===== config.mk =====
export PLATFORM = sky130hd
export DESIGN_NAME = trap_controller
export DESIGN_NICKNAME = d
export VERILOG_FILES = /design/src/rtl/trap_pkg.sv /design/src/rtl/trap_controller_irq_priority.sv /design/src/rtl/trap_controller.sv
export SDC_FILE = /design/constraint.sdc
export NUM_CORES = 1
export LEC_CHECK = 0
export CAP_MARGIN = 0
export CORE_AREA = 2 2 92 94
export DETAILED_ROUTE_END_ITERATION = 6
export DIE_AREA = 0 0 94 96
export GPL_TIMING_DRIVEN = 0
export PLACE_DENSITY = 0.87
export SYNTH_ARGS = -nofsm -noshare
export SYNTH_HDL_FRONTEND = slang
export SYNTH_SLANG_ARGS = --single-unit

===== constraint.sdc =====
create_clock -name clk -period 1.7 [get_ports clk]
set_input_delay 0.255 -clock clk [delete_from_list [all_inputs] [get_ports clk]]
set_output_delay 0.255 -clock clk [all_outputs]
set_load 0.01 [all_outputs]

===== src/rtl/trap_pkg.sv =====
// Shared types and constants for the machine-mode interrupt trap sequencer.
package trap_pkg;

  localparam int unsigned XLEN = 32;

  localparam logic [XLEN-1:0] CAUSE_TMR = 32'h8000_0007;
  localparam logic [XLEN-1:0] CAUSE_EXT = 32'h8000_000B;

  // Direct-mode vector: low two bits of mtvec are the mode field, not address.
  localparam logic [XLEN-1:0] VEC_MASK = 32'hFFFF_FFFC;

  typedef enum logic [2:0] {
    ST_IDLE    = 3'd0,
    ST_TAKE    = 3'd1,
    ST_REDIR   = 3'd2,
    ST_HANDLER = 3'd3,
    ST_RETURN  = 3'd4
  } trap_state_e;

endpackage


===== src/rtl/trap_controller_irq_priority.sv =====
// Combinational interrupt cause encoder: timer wins over external.
module irq_priority
  import trap_pkg::*;
(
  input  logic            ext_irq_i,
  input  logic            tmr_irq_i,
  output logic            req_o,
  output logic [XLEN-1:0] cause_o
);

  // Any request plus its prioritised mcause encoding.
  always_comb begin
    req_o   = ext_irq_i | tmr_irq_i;
    cause_o = tmr_irq_i ? CAUSE_TMR : CAUSE_EXT;
  end

endmodule


===== src/rtl/trap_controller.sv =====
// Interrupt entry/exit sequencer: CSR writes, pipeline flush and PC redirect.
module trap_controller
  import trap_pkg::*;
(
  input  logic            clk,
  input  logic            rst,
  input  logic            ext_irq,
  input  logic            tmr_irq,
  input  logic            mie_g,
  input  logic            valid_m,
  input  logic [XLEN-1:0] pc_m,
  input  logic            mret_e,
  input  logic [XLEN-1:0] mtvec,
  input  logic [XLEN-1:0] mepc,
  output logic            int_flush,
  output logic            stall_f,
  output logic            redir_v,
  output logic [XLEN-1:0] redir_pc,
  output logic            mepc_we,
  output logic [XLEN-1:0] mepc_wd,
  output logic            mcause_we,
  output logic [XLEN-1:0] mcause_wd,
  output logic            mie_clr,
  output logic            mie_set,
  output logic            in_handler
);

  trap_state_e     state_q;
  logic [XLEN-1:0] held_pc_q;
  logic [XLEN-1:0] held_cause_q;
  logic            irq_req;
  logic [XLEN-1:0] irq_cause;
  logic            pend;

  irq_priority u_prio (
    .ext_irq_i (ext_irq),
    .tmr_irq_i (tmr_irq),
    .req_o     (irq_req),
    .cause_o   (irq_cause)
  );

  // Only a real instruction in memory stage can be the precise trap point.
  assign pend = irq_req & mie_g & valid_m;

  // Sequence state plus the PC/cause captured when the trap is accepted.
  always_ff @(posedge clk) begin
    if (rst) begin
      state_q      <= ST_IDLE;
      held_pc_q    <= '0;
      held_cause_q <= '0;
    end else begin
      case (state_q)
        ST_IDLE: begin
          if (pend) begin
            state_q      <= ST_TAKE;
            held_pc_q    <= pc_m;
            held_cause_q <= irq_cause;
          end
        end
        ST_TAKE:    state_q <= ST_REDIR;
        ST_REDIR:   state_q <= ST_HANDLER;
        ST_HANDLER: if (mret_e) state_q <= ST_RETURN;
        ST_RETURN:  state_q <= ST_IDLE;
        default:    state_q <= ST_IDLE;
      endcase
    end
  end

  // Moore output decode; reset blanks everything in the same cycle.
  always_comb begin
    int_flush  = 1'b0;
    stall_f    = 1'b0;
    redir_v    = 1'b0;
    redir_pc   = '0;
    mepc_we    = 1'b0;
    mepc_wd    = '0;
    mcause_we  = 1'b0;
    mcause_wd  = '0;
    mie_clr    = 1'b0;
    mie_set    = 1'b0;
    in_handler = 1'b0;
    if (!rst) begin
      case (state_q)
        ST_TAKE: begin
          int_flush = 1'b1;
          stall_f   = 1'b1;
          mepc_we   = 1'b1;
          mepc_wd   = held_pc_q;
          mcause_we = 1'b1;
          mcause_wd = held_cause_q;
          mie_clr   = 1'b1;
        end
        ST_REDIR: begin
          int_flush = 1'b1;
          redir_v   = 1'b1;
          redir_pc  = mtvec & VEC_MASK;
        end
        ST_HANDLER: in_handler = 1'b1;
        ST_RETURN: begin
          int_flush = 1'b1;
          redir_v   = 1'b1;
          redir_pc  = mepc;
          mie_set   = 1'b1;
        end
        default: ;
      endcase
    end
  end

endmodule


==> impl_metrics.ini <==
[run_status]
status = finished with violations
violations = setup timing

[placed_design]
io_buffers = 176
hpwl_microns = 7380
gp_congestion = 0.744

[power]
p_total_mw = 2.26
leakage_nw = 2.12
power_density_nw_per_um2 = 483
vdd_drop_max_uv = 406

[cts]
clock_latency_ns = 0.29
cts-root-buf = clkbuf_8
clkSinkCount = 38
htreeDepth = 2
cts_buffer_depth = 2
cts_tree = done
clk_pin_slew_ns = 0.08
cts_buffers = 5

[sta]
rsz0062_at_grt = yes
setup-violations-final = 71
max_freq_mhz = 528
skew_ns = 0.0128
post-route-period-util_pct = 112
drv_slew = 0
hold-worst-slack_ns = 0.443
hold_viol_final = 0
setup_ws_ns = -0.196
fin_crit_ns = 1.90
tns_ns = -8.23

[route]
final_antenna_net_count = 0
routed_wl_microns = 9540
drc = 0
dr.pass1.iters = 4
wire_per_inst_microns = 15.7
vias = 2734
via_per_inst = 4.49
detail_route.iter0.violations = 46

[synthesis]
synth_xor_area_share_pct = 0
synthAdderAreaFrac_pct = 0
synthSimpleGateAreaFrac_pct = 29.6
synth_seq_area_share_pct = 29.7
synth_area_sq_um = 2560
synth_compound_area_share_pct = 11.6
synth_warnings = 0
yosysUniqueCellTypes = 26
syn_inst = 280
synthMuxAreaShare_pct = 13.3
synth_top_family_by_area = simple AND/OR/NAND/NOR gates
avgSynthCellArea_sq_um = 9.14
ys_ff_latch = 38

[global_route]
busiest_layer = met2
grt_use_met2_pct = 37.3
grt_use_met3_pct = 7.13
grt_use_met1_pct = 20.2
antenna_found_initial = 0
grt_pass1_wl_microns = 13800
grt_usage_pct = 19.7
grt_max_degree = 14
grt_pass1_vias = 2703
grt_overflow_total = 0

[cells_and_area]
fillCellCount = 731
drive_gt1_share_pct = 31.5
area_growth_pct = 82.4
final_nets = 606
diodes = 0
multi_input_area_sq_um = 1520
register_area_sq_um = 772

[floorplanning]
rows = 33
floorplan.initialDensity_pct = 31.8
dieArea_sq_um = 9020
die_h_microns = 96
io_pins = 207
dieWidth_microns = 94
core_area_sq_um = 8050

[worst_setup_path]
cp-start-kind = flop
worstPathMaxFanout = 5
worstSetupPathType = reg2out
startpoint = state_q[2]$_SDFFE_PP0P_
arrival_ns = 1.64
required_ns = 1.44
worstSetupEndpointType = primary output
worstReg2RegStart = state_q[0]$_SDFFE_PP0P_
r2r_setup_slack_ns = 0.22

[hold_path]
hold_class = in2reg
min_from = rst

[job]
drv_cap = 0
## what timing repair did
action,CTS,global route
hold buffers,0,0
buffers inserted,9,1
pin swaps,22,7
resized for setup,332,14
setup endpoints to repair,77,76
gates cloned,4,1
## per-layer routing
metal	share of wire, %	up-vias
li1	-	1317
met1	36	1263
met2	52	137
met3	9.9	17
met4	2.5	0
met5	0	-
## worst max-delay path, cell delays in order (launching register included)
cell     delay [ns]
dfxtp_4        0.38
nor4_4         0.29
buf_6          0.17
buf_6          0.11
buf_6          0.11
a22o_1         0.17
buf_6          0.12
## where the power goes
| part | internal (mW) | switching, mW |
|---|---|---|
| logic | 0.410 | 0.234 |
| registers | 0.933 | 0.0270 |
| clock network | 0.326 | 0.326 |
## flip-flops by register name, indices dropped and copies added, names as in the netlist
| signal | count |
|---|---|
| held_cause_q | 3 |
| held_pc_q | 32 |
| state_q | 3 |
## per-stage QoR
stage | setup WS (ns) | cells | cell area (sq um) | util, %
CTS | -0.217 | 608 | 4590 | 57.0
finish | -0.196 | 609 | 4670 | 58.0
global route | -0.270 | 609 | 4670 | 58.0
detailed placement | -0.599 | 587 | 4550 | 56.5
global placement | -0.553 | 587 | 4550 | 56.5
floorplan | 0.202 | 306 | 2660 | -
## worst paths after layout
| path | to | cells after the start |
|---|---|---|
| setup / recovery | redir_pc[15] | 6 |
| hold reg to reg | held_pc_q[9]$_SDFFE_PP0P_ | 2 |
| hold / removal | state_q[0]$_SDFFE_PP0P_ | 3 |
| setup reg to reg | held_pc_q[19]$_SDFFE_PP0P_ | 5 |
## final cells by class
cell class | count | area share, %
well taps | 105 | 2.81
clock buffers | 6 | 1.77
repair buffers | 191 | 36.6
inverters | 1 | 0.134
plain buffers | 54 | 9.43
flip-flops and latches | 38 | 16.5
clock inverters | 2 | 0.268
multi-input cells | 212 | 32.5
## Yosys cell counts
library cell  count  area (sq um)
dfxtp_1          38           761
or3_1             1          6.26
and2_1           38           238
and3_1            2          12.5
buf_4            36           270
conb_1            1          3.75
buf_6             6          67.6
o21ai_0           2          10.0
clkbuf_1          7          26.3
nand2_1           1          3.75
o211ai_1          1          7.51
mux2_1            1          11.3
or2_1             1          6.26
inv_2             1          3.75
nor4_2            1          12.5
nor2_1            2          7.51
mux2i_1          33           330
nand2b_1         66           413
nor2b_1           1          6.26
and3_2            1          7.51
nor4b_4           1          23.8
a31oi_1           1          6.26
o21ba_1           1          10.0
buf_2             6          30.0
nor4_4            1          21.3
a22o_1           30           263
## cells by family (layout without fill, tap and decap cells)
kind of cell | after synthesis | count (layout)
compound gates | 35 | 35
mux | 34 | 34
flops | 38 | 38
simple gates | 116 | 116
buf+inv | 56 | 254
other cells | 1 | 27
## placed cells by master (no fill, tap or decap), drive strengths merged
cell and instances:
conb 27, or3 1, nand2b 66, dlygate4sd2 1, nor4b 1, clkinv 1, nand2 1, a31oi 1
inv 1, clkdlybuf4s15 15, clkinvlp 1, mux2 1, o21ba 1, nor2b 1, clkbuf 14, dfxtp 38
mux2i 33, buf 122, a22o 30, or2 1, clkdlybuf4s50 99, nor4 2, nor2 2, and2 38
o21ai 2, o211ai 1, and3 3
Power figures use the tool's default switching activity.
